==> src/rtl/seg_display_ctrl_pkg.sv <==
// ---------------------------------------------------------------------------
// seg_display_ctrl_pkg
// Shared definitions for the 4-digit seven-segment display controller:
//   - digit_code_t : 4-bit symbolic code for one display position
//   - SEG_*        : active-low segment patterns, bit order {g,f,e,d,c,b,a}
//   - bcd_digit()  : turns a 0..9 value into its digit code
// ---------------------------------------------------------------------------
package seg_display_ctrl_pkg;

  typedef enum logic [3:0] {
    DIG_0     = 4'd0,
    DIG_1     = 4'd1,
    DIG_2     = 4'd2,
    DIG_3     = 4'd3,
    DIG_4     = 4'd4,
    DIG_5     = 4'd5,
    DIG_6     = 4'd6,
    DIG_7     = 4'd7,
    DIG_8     = 4'd8,
    DIG_9     = 4'd9,
    DIG_DASH  = 4'd10,
    DIG_E     = 4'd11,
    DIG_R     = 4'd12,
    DIG_BLANK = 4'd13
  } digit_code_t;

  localparam logic [6:0] SEG_0     = 7'b1000000;
  localparam logic [6:0] SEG_1     = 7'b1111001;
  localparam logic [6:0] SEG_2     = 7'b0100100;
  localparam logic [6:0] SEG_3     = 7'b0110000;
  localparam logic [6:0] SEG_4     = 7'b0011001;
  localparam logic [6:0] SEG_5     = 7'b0010010;
  localparam logic [6:0] SEG_6     = 7'b0000010;
  localparam logic [6:0] SEG_7     = 7'b1111000;
  localparam logic [6:0] SEG_8     = 7'b0000000;
  localparam logic [6:0] SEG_9     = 7'b0010000;
  localparam logic [6:0] SEG_DASH  = 7'b0111111;
  localparam logic [6:0] SEG_E     = 7'b0000110;
  localparam logic [6:0] SEG_R     = 7'b0101111;
  localparam logic [6:0] SEG_BLANK = 7'b1111111;

  // Numeric digit codes share their value with the digit itself, so a plain
  // cast is enough; callers only pass values 0..9.
  function automatic digit_code_t bcd_digit(input logic [3:0] value);
    return digit_code_t'(value);
  endfunction

endpackage

==> src/rtl/seg_display_ctrl_seg7_encode.sv <==
// ---------------------------------------------------------------------------
// seg7_encode
// Purely combinational digit-code to segment-pattern lookup.
//   code : digit code to display
//   seg  : active-low segments {g,f,e,d,c,b,a}
// ---------------------------------------------------------------------------
module seg7_encode
  import seg_display_ctrl_pkg::*;
(
  input  digit_code_t code,
  output logic [6:0]  seg
);

  // Anything outside the defined code set shows as blank rather than garbage.
  always_comb begin
    seg = SEG_BLANK;
    case (code)
      DIG_0:    seg = SEG_0;
      DIG_1:    seg = SEG_1;
      DIG_2:    seg = SEG_2;
      DIG_3:    seg = SEG_3;
      DIG_4:    seg = SEG_4;
      DIG_5:    seg = SEG_5;
      DIG_6:    seg = SEG_6;
      DIG_7:    seg = SEG_7;
      DIG_8:    seg = SEG_8;
      DIG_9:    seg = SEG_9;
      DIG_DASH: seg = SEG_DASH;
      DIG_E:    seg = SEG_E;
      DIG_R:    seg = SEG_R;
      default:  seg = SEG_BLANK;
    endcase
  end

endmodule

==> src/rtl/seg_display_ctrl.sv <==
// ---------------------------------------------------------------------------
// seg_display_ctrl
// Multiplexed 4-digit display of a signed-magnitude remainder, with a
// blinking "Err" message when the remainder stage flags divide-by-zero.
//   clk, rst_n : system clock, asynchronous active-low reset
//   load       : one-cycle strobe capturing result/divbyzero/zero
//   result     : {sign, magnitude[3:0]}
//   divbyzero  : error flag, shows blinking "Err"
//   zero       : zero-result flag, forces a plain "0"
//   seg        : active-low segments {g,f,e,d,c,b,a}, registered
//   an         : active-low digit enables, an[3] leftmost, registered
// ---------------------------------------------------------------------------
module seg_display_ctrl
  import seg_display_ctrl_pkg::*;
#(
  parameter int REFRESH_DIV = 50000,
  parameter int BLINK_DIV   = 25000000
)(
  input  logic       clk,
  input  logic       rst_n,
  input  logic       load,
  input  logic [4:0] result,
  input  logic       divbyzero,
  input  logic       zero,
  output logic [6:0] seg,
  output logic [3:0] an
);

  localparam int RW = (REFRESH_DIV > 2) ? $clog2(REFRESH_DIV) : 1;
  localparam int BW = (BLINK_DIV > 2) ? $clog2(BLINK_DIV) : 1;
  localparam logic [RW-1:0] REFRESH_LAST = RW'(REFRESH_DIV - 1);
  localparam logic [BW-1:0] BLINK_LAST   = BW'(BLINK_DIV - 1);

  logic [RW-1:0] refresh_cnt;
  logic [1:0]    digit_idx;
  logic [BW-1:0] blink_cnt;
  logic          phase_on;
  logic [4:0]    cap_result;
  logic          cap_dbz;
  logic          cap_zero;

  logic          refresh_tc;
  logic          blink_tc;
  logic [3:0]    mag;
  logic          has_tens;
  logic [3:0]    ones;
  digit_code_t   cur_code;
  logic [6:0]    enc_seg;

  assign refresh_tc = (refresh_cnt == REFRESH_LAST);
  assign blink_tc   = (blink_cnt == BLINK_LAST);

  // Magnitude is at most 15, so the tens digit is 0 or 1 and a single
  // compare-and-subtract replaces any division.
  assign mag      = cap_result[3:0];
  assign has_tens = (mag >= 4'd10);
  assign ones     = has_tens ? (mag - 4'd10) : mag;

  // Capture register; reset value displays as a plain "0".
  always_ff @(posedge clk or negedge rst_n) begin
    if (!rst_n) begin
      cap_result <= 5'b00000;
      cap_dbz    <= 1'b0;
      cap_zero   <= 1'b1;
    end else if (load) begin
      cap_result <= result;
      cap_dbz    <= divbyzero;
      cap_zero   <= zero;
    end
  end

  // Refresh divider and digit scan index.
  always_ff @(posedge clk or negedge rst_n) begin
    if (!rst_n) begin
      refresh_cnt <= '0;
      digit_idx   <= 2'd0;
    end else if (refresh_tc) begin
      refresh_cnt <= '0;
      digit_idx   <= digit_idx + 2'd1;
    end else begin
      refresh_cnt <= refresh_cnt + RW'(1);
    end
  end

  // Blink divider: only runs in error mode; any load restarts it with the
  // phase on so a freshly loaded error is visible straight away.
  always_ff @(posedge clk or negedge rst_n) begin
    if (!rst_n) begin
      blink_cnt <= '0;
      phase_on  <= 1'b1;
    end else if (load || !cap_dbz) begin
      blink_cnt <= '0;
      phase_on  <= 1'b1;
    end else if (blink_tc) begin
      blink_cnt <= '0;
      phase_on  <= ~phase_on;
    end else begin
      blink_cnt <= blink_cnt + BW'(1);
    end
  end

  // Select what the currently scanned position should show. Zero is always
  // an unsigned "0", and the blink off-phase blanks via the code itself so a
  // single encoder serves every case.
  always_comb begin
    cur_code = DIG_BLANK;
    if (cap_dbz) begin
      if (phase_on) begin
        case (digit_idx)
          2'd0, 2'd1: cur_code = DIG_R;
          2'd2:       cur_code = DIG_E;
          default:    cur_code = DIG_BLANK;
        endcase
      end
    end else if (cap_zero || (mag == 4'd0)) begin
      if (digit_idx == 2'd0) cur_code = DIG_0;
    end else begin
      case (digit_idx)
        2'd0:    cur_code = bcd_digit(ones);
        2'd1:    cur_code = has_tens ? DIG_1 : DIG_BLANK;
        2'd2:    cur_code = DIG_BLANK;
        default: cur_code = cap_result[4] ? DIG_DASH : DIG_BLANK;
      endcase
    end
  end

  seg7_encode u_encode (
    .code (cur_code),
    .seg  (enc_seg)
  );

  // seg and an load together from the same digit index, so a digit enable
  // is never paired with another position's segments.
  always_ff @(posedge clk or negedge rst_n) begin
    if (!rst_n) begin
      seg <= SEG_BLANK;
      an  <= 4'b1111;
    end else begin
      seg <= enc_seg;
      an  <= ~(4'b0001 << digit_idx);
    end
  end

endmodule
==> config.mk <==
export PLATFORM = sky130hd
export DESIGN_NAME = seg_display_ctrl
export DESIGN_NICKNAME = d
export VERILOG_FILES = /design/src/rtl/seg_display_ctrl_pkg.sv /design/src/rtl/seg_display_ctrl_seg7_encode.sv /design/src/rtl/seg_display_ctrl.sv
export SDC_FILE = /design/constraint.sdc
export NUM_CORES = 1
export LEC_CHECK = 0
export BUFFER_PORTS_ARGS = -buffer_cell sky130_fd_sc_hd__buf_2
export CAP_MARGIN = 15
export CORE_MARGIN = 10
export CORE_UTILIZATION = 55
export CTS_CLUSTER_DIAMETER = 120
export DETAILED_ROUTE_END_ITERATION = 6
export PLACE_DENSITY = 0.82
export REMOVE_ABC_BUFFERS = 1
export SKIP_CTS_REPAIR_TIMING = 1
export SYNTH_ARGS = -nofsm -noshare
export SYNTH_HDL_FRONTEND = slang
export SYNTH_SLANG_ARGS = --single-unit
==> constraint.sdc <==
create_clock -name clk -period 4.3 [get_ports clk]
set_input_delay 0.215 -clock clk [delete_from_list [all_inputs] [get_ports clk]]
set_output_delay 0.215 -clock clk [all_outputs]
set_load 0.01 [all_outputs]
==> results of run 1 <==
[layout by cell type, fill, tap and decap left out, drive strengths merged, types with 3 or more instances in the layout]
cell,netlist,routed
dfrtp,49,49
nor2,53,53
xor2,21,21
nand3,18,18
mux2i,7,7
nor3,7,7
ha,15,15
and3,5,5
mux2,5,5
xnor2,16,16
nor2b,3,3
or2,3,3
nand4,9,9
buf,6,22
nand2,14,14
a21oi,5,5
o21ai,7,7
clkbuf,1,15
o21a,3,3
and4,3,3
a21o,3,3
dfstp,13,13
inv,16,16
[cells by family after synthesis]
| family | Yosys count | synth area share (%) |
|---|---|---|
| adders and majority gates | 15 | 5.94 |
| AOI/OAI and AO/OA | 31 | 7.28 |
| buffers and inverters | 23 | 3.84 |
| and+or+nand+nor | 124 | 19.1 |
| xor gates and xnor gates | 37 | 10.2 |
| muxes | 12 | 4.00 |
| DFF | 62 | 49.6 |
[metrics by stage]
stage,utilization (%),total power [mW],instances
floorplan,-,0.728,297
global placement,59.7,0.776,391
detailed placement,59.7,0.782,391
CTS,63.0,1.28,407
global route,63.2,1.33,408
finish,63.2,1.27,408
[registers in the layout (all words and copies together), names as in the netlist]
register	flops
cap_result	5
an	4
seg	7
digit_idx	2
refresh_cnt	16
blink_cnt	25
cap_zero	1
cap_dbz	1
phase_on	1
[worst min-delay path, delay by kind of cell]
kind,cells,cell delay (ps)
AO/OA/AOI/OAI,1,60
buffers and inverters,1,80
AND/OR/NAND/NOR,1,40
[area by class of cell]
| cell class | instances | area share, % |
|---|---|---|
| multi-input cells | 219 | 42.1 |
| flip-flops and latches | 62 | 44.8 |
| clock inverters | 1 | 0.857 |
| repair buffers | 23 | 3.57 |
| inverters | 16 | 1.71 |
| clock buffers | 15 | 4.47 |
| well taps | 72 | 2.57 |
[metal layers]
layer	track usage, %	vias up
met3	5.53	10
met1	17.3	1104
met2	25.2	29
met4	5.53	0
met5	0	-
li1	-	1081
[path summary, 6_finish.rpt]
check / startpoint / end / slack [ps] / depth (start not counted)
setup / recovery: digit_idx[0]$_DFFE_PN0N_ / seg[4]$_DFF_PN1_ / 1400 / 10
max in group asynchronous: rst_n / seg[2]$_DFF_PN1_ / 2970 / 3
setup reg to reg: digit_idx[0]$_DFFE_PN0N_ / seg[4]$_DFF_PN1_ / 1400 / 10
hold / removal: result[2] / cap_result[2]$_DFFE_PN0P_ / 90 / 3
hold reg to reg: refresh_cnt[7]$_DFF_PN0_ / refresh_cnt[7]$_DFF_PN0_ / 500 / 1
min in group asynchronous: rst_n / blink_cnt[15]$_DFF_PN0_ / 400 / 2
[where the power goes]
group | internal, mW | switching [mW]
Combinational | 0.0580 | 0.0796
Sequential | 0.618 | 0.0170
Clock | 0.285 | 0.210
Total | 0.961 | 0.307
==> impl_metrics.tcl, run 1 <==
set metrics [dict create \
    endpoint_kind "flip-flop" \
    ys.flop_type "dfrtp_1" \
    antenna_found_initial 0 \
    ys_top_cells_by_area "dfrtp_1 (39%), dfstp_2 (11%), nor2_1 (6.3%)" \
    tritoncts "yes" \
    netlist.area_leader.share_pct 38.8 \
    yosys-top-cells-count "nor2_1 (53), dfrtp_1 (49), xor2_1 (21)" \
    whs_ps 88.9 \
    fillers 451 \
    drt-pass1-iter-count 4 \
    slew_headroom_pct 45.8 \
    area_delta_synth_final_pct 10.8 \
    grt_max_degree 40 \
    peakVddDrop_mv 0.250 \
    ys_types 49 \
    skew_ps 10.8 \
    num_antenna_cells 0 \
    wl_met1_um 2700 \
    synth_async_sr_flop_share_pct 100 \
    seq_area_frac_synth_pct 49.6 \
    min_period_over_period_pct 67.5 \
    synth_area_per_cell_sq_um 10.4 \
    pin_count 21 \
    placed_cell_area_sq_um 3310 \
    drcViolationCount 0 \
    multi_input_area_sq_um 1470 \
    clk_latency_ps 340 \
    routed_wl_um 6210 \
    route.met2.wl_um 3200 \
    initial_core_util_pct 57.1 \
    fin_setup_tns_ps 0 \
    maxCapViolations 0 \
    crit_slowest_cell "o31ai_1" \
    cts_root_buf "clkbuf_8" \
    cp.required_ps 4570 \
    hpwl_um 4260 \
    path_clk_slew_ps 70 \
    cpPeakStageDelay_ps 570 \
    crit_arrival_ps 3180 \
    hold_violations 0 \
    via_count 2224 \
    path_cells "inv_1 > ha_1 > inv_1 > o31a_1 > o31ai_1 > inv_1 > ha_1 > inv_1 > mux2i_1 > a22o_2" \
    numPortBuffers 20 \
    rows 27 \
    yosysTopAreaCell "dfrtp_1" \
    startpoint_type "flip-flop" \
    h-tree-depth 3 \
    worstMarginPinSlew_ps 812 \
    path_delay_family "compound AO/OA/AOI/OAI gates" \
    cp_common_cell "inv_1" \
    crit_buf_inv 4 \
    ys_warn_count 0 \
    grtUsageTotal_pct 15.1 \
    dr_wl_met3_um 214 \
    status "complete, no violations" \
    pre_cts_ws_ps 1500 \
    design_area_sq_um 3500 \
    critPathKind "flip-flop to flip-flop" \
    chipWidth_um 95.8 \
    synth_edf_count 0 \
    syn_area_sq_um 3160 \
    hp-class "primary input to flip-flop" \
    vias_per_cell 5.45 \
    grt_pass1_vias 2314 \
    grt_first_pass_wirelength_um 10900 \
    finalCriticalPeriod_ps 2900 \
    top_layer_used "met4" \
    cts.path.max_buffers 2 \
    drtIter0Drc 80 \
    drive_gt1_share_pct 17.9 \
    dieHeight_um 95.8 \
    setup_viol 0 \
    p_per_area_nw_per_um2 362 \
    cp_max_fo 5 \
    postRouteAntennaNets 0 \
    gp_congestion 0.857 \
    max_freq_ghz 0.345 \
    wire_per_inst_um 15.2 \
    final_nets 356 \
    grt_overflow 0 \
    register_area_sq_um 1570 \
    slew_violations 0 \
    synth.most_common_cell "nor2_1" \
    syn_inst 304 \
    ys_ff_latch 62 \
    rsz0062_at_grt "no" \
    fin_ws_ps 1400 \
    core-area_sq_um 5540 \
    cts.sinks 62 \
    die-area_sq_um 9180 \
    p_leak_nw 1.58 \
    numCtsBuffers 9 \
]
Note: power is estimated with default switching activity, not from simulation.
==> run 2, diff against run 1 <==
--- a/config.mk
+++ b/config.mk
@@ -5,13 +5,14 @@
 export SDC_FILE = /design/constraint.sdc
 export NUM_CORES = 1
 export LEC_CHECK = 0
+export ABC_AREA = 1
 export BUFFER_PORTS_ARGS = -buffer_cell sky130_fd_sc_hd__buf_2
 export CAP_MARGIN = 15
 export CORE_MARGIN = 10
 export CORE_UTILIZATION = 55
 export CTS_CLUSTER_DIAMETER = 120
 export DETAILED_ROUTE_END_ITERATION = 6
-export PLACE_DENSITY = 0.82
+export PLACE_DENSITY = 0.85
 export REMOVE_ABC_BUFFERS = 1
 export SKIP_CTS_REPAIR_TIMING = 1
 export SYNTH_ARGS = -nofsm -noshare
==> constraint.sdc (replaced) <==
create_clock -name clk -period 2.4 [get_ports clk]
set_input_delay 0.12 -clock clk [delete_from_list [all_inputs] [get_ports clk]]
set_output_delay 0.12 -clock clk [all_outputs]
set_load 0.01 [all_outputs]
==> impl_metrics.tcl, run 2 <==
set metrics [dict create \
    status "complete, but fails checks" \
    violations "hold timing" \
    endpoint_kind "flip-flop" \
    final_nets 505 \
    cts.path.max_buffers 2 \
    skew_ps 6.12 \
    via_count 2971 \
    rsz0062_at_grt "no" \
    ys_ff_latch 62 \
    wire_per_inst_um 13.6 \
    netlist.area_leader.share_pct 35.2 \
    chipWidth_um 99.6 \
    synth_edf_count 0 \
    drt-pass1-iter-count 5 \
    yosys-top-cells-count "nand2_1 (100), inv_1 (76), nor2_1 (53)" \
    cp.required_ps 2680 \
    p_per_area_nw_per_um2 618 \
    dieHeight_um 99.6 \
    synth.most_common_cell "nand2_1" \
    drtIter0Drc 190 \
    drcViolationCount 0 \
    largest_reg_flops 25 \
    cts.sinks 62 \
    grtUsageTotal_pct 15.8 \
    crit_slowest_cell "dfrtp_1" \
    ys_types 30 \
    area_delta_synth_final_pct 12.8 \
    num_antenna_cells 0 \
    die-area_sq_um 9910 \
    grt_first_pass_wirelength_um 13100 \
    power_mw 2.42 \
    mostFrequentLayoutCells "nand2_1 (100), inv_1 (76), nor2_1 (53), dfrtp_1 (49), nand3_1 (35)" \
    yosysTopAreaCell "dfrtp_1" \
    cp_common_cell "inv_1" \
    setup_viol 0 \
    synth_async_sr_flop_share_pct 100 \
    whs_ps -18.0 \
    peakVddDrop_mv 0.634 \
    ys_top_cells_by_area "dfrtp_1 (35%), nand2_1 (11%), dfstp_2 (9.8%)" \
    grt_pass1_vias 2959 \
    postRouteAntennaNets 0 \
    initial_core_util_pct 57.8 \
    ys_warn_count 0 \
    vias_per_cell 5.31 \
    numCtsBuffers 9 \
    synth_area_per_cell_sq_um 7.77 \
    maxCapViolations 0 \
    cp_max_fo 7 \
    h-tree-depth 3 \
    hpwl_um 5640 \
    fin_setup_tns_ps 0 \
    clk_latency_ps 340 \
    slew_violations 0 \
    finalCriticalPeriod_ps 2080 \
    slew_headroom_pct 46.5 \
    cts_root_buf "clkbuf_8" \
    drive_gt1_share_pct 13.6 \
    crit_arrival_ps 2350 \
    hp-class "primary input to flip-flop" \
    cpPeakStageDelay_ps 400 \
    tritoncts "yes" \
    antenna_found_initial 0 \
    gp_congestion 0.937 \
    reg_top3 "blink_cnt: 25 flops, refresh_cnt: 16 flops, seg: 7 flops" \
    rows 28 \
    syn_area_sq_um 3480 \
    grt_max_degree 37 \
    max_freq_ghz 0.481 \
    p_leak_nw 1.92 \
    routed_wl_um 7600 \
    pin_count 21 \
    ys.flop_type "dfrtp_1" \
    hold_violations 6 \
    seq_area_frac_synth_pct 45.0 \
    largest_register "blink_cnt" \
    critPathKind "flip-flop to flip-flop" \
    numPortBuffers 20 \
    fillers 484 \
    worstMarginPinSlew_ps 803 \
    path_clk_slew_ps 70 \
    path_cells "inv_1 > ha_1 > nand3_1 > inv_1 > nor2_1 > inv_1 > ha_1 > inv_1 > nand2_1 > nand2_1 > nand2_1" \
    mostFrequentLayoutCell "nand2_1" \
    core-area_sq_um 6030 \
    grt_overflow 0 \
    syn_inst 448 \
    min_period_over_period_pct 86.6 \
    startpoint_type "flip-flop" \
]
run 2: area by class of cell:
type / count / area, sq um / share of cell area (%)
Clock buffer: 9 / 124 / 3.15
Clock inverter: 7 / 98.8 / 2.52
Inverter: 77 / 289 / 7.36
Multi-Input combinational cell: 306 / 1610 / 40.9
Sequential cell: 62 / 1570 / 39.9
Tap cell: 75 / 93.8 / 2.39
Timing Repair Buffer: 24 / 148 / 3.76
run 2: metal layers:
metal	GRT usage, %	up-vias	wire [um]
met5	0	-	0
met4	4.85	0	79
met3	4.57	12	340
met2	27.1	56	3870
met1	18.5	1405	3310
li1	-	1498	-
run 2: stage by stage:
stage	hold slack, ps	instances	utilization (%)	instance area (sq um)	worst slack [ps]
floorplan	-176	445	-	3460	629
global placement	246	542	61.1	3680	515
detailed placement	261	542	61.1	3680	360
CTS	-112	558	64.8	3910	321
global route	6.53	560	65.2	3930	142
finish	-18.0	560	65.2	3930	322
run 2: critical path: cells and delay by family (launching register included):
kind,cells,cell delay (ps)
simple gates,5,740
buf+inv,4,410
flops,1,400
fa+ha+maj,2,460
run 2: kinds of logic (layout without fill, tap and decap cells):
group                    count (synthesis)  count (layout)  share of synthesized area (%)
flip-flops                              62              62                           45.0
buffers and inverters                   80             117                           8.84
XOR/XNOR                                12              12                           3.02
adder cells (fa/ha/maj)                 15              15                           5.39
AO/OA/AOI/OAI                           31              31                           4.92
AND/OR/NAND/NOR                        248             248                           32.8
run 2: final timing paths:
kind	from	to	slack, ps	cells past startpoint
min	result[1]	cap_result[1]$_DFFE_PN0P_	-20	3
max reg2reg	digit_idx[0]$_DFFE_PN0N_	seg[0]$_DFF_PN1_	320	11
max in group asynchronous	rst_n	an[2]$_DFF_PN1_	1300	3
max	digit_idx[0]$_DFFE_PN0N_	seg[0]$_DFF_PN1_	320	11
min reg2reg	refresh_cnt[0]$_DFF_PN0_	refresh_cnt[0]$_DFF_PN0_	460	1
min in group asynchronous	rst_n	blink_cnt[2]$_DFF_PN0_	400	2
run 2: power breakdown:
part,switching (mW),total [mW],internal [mW]
clock,0.422,1.01,0.587
combinational,0.184,0.279,0.0949
sequential,0.0200,1.14,1.12
total,0.626,2.42,1.80
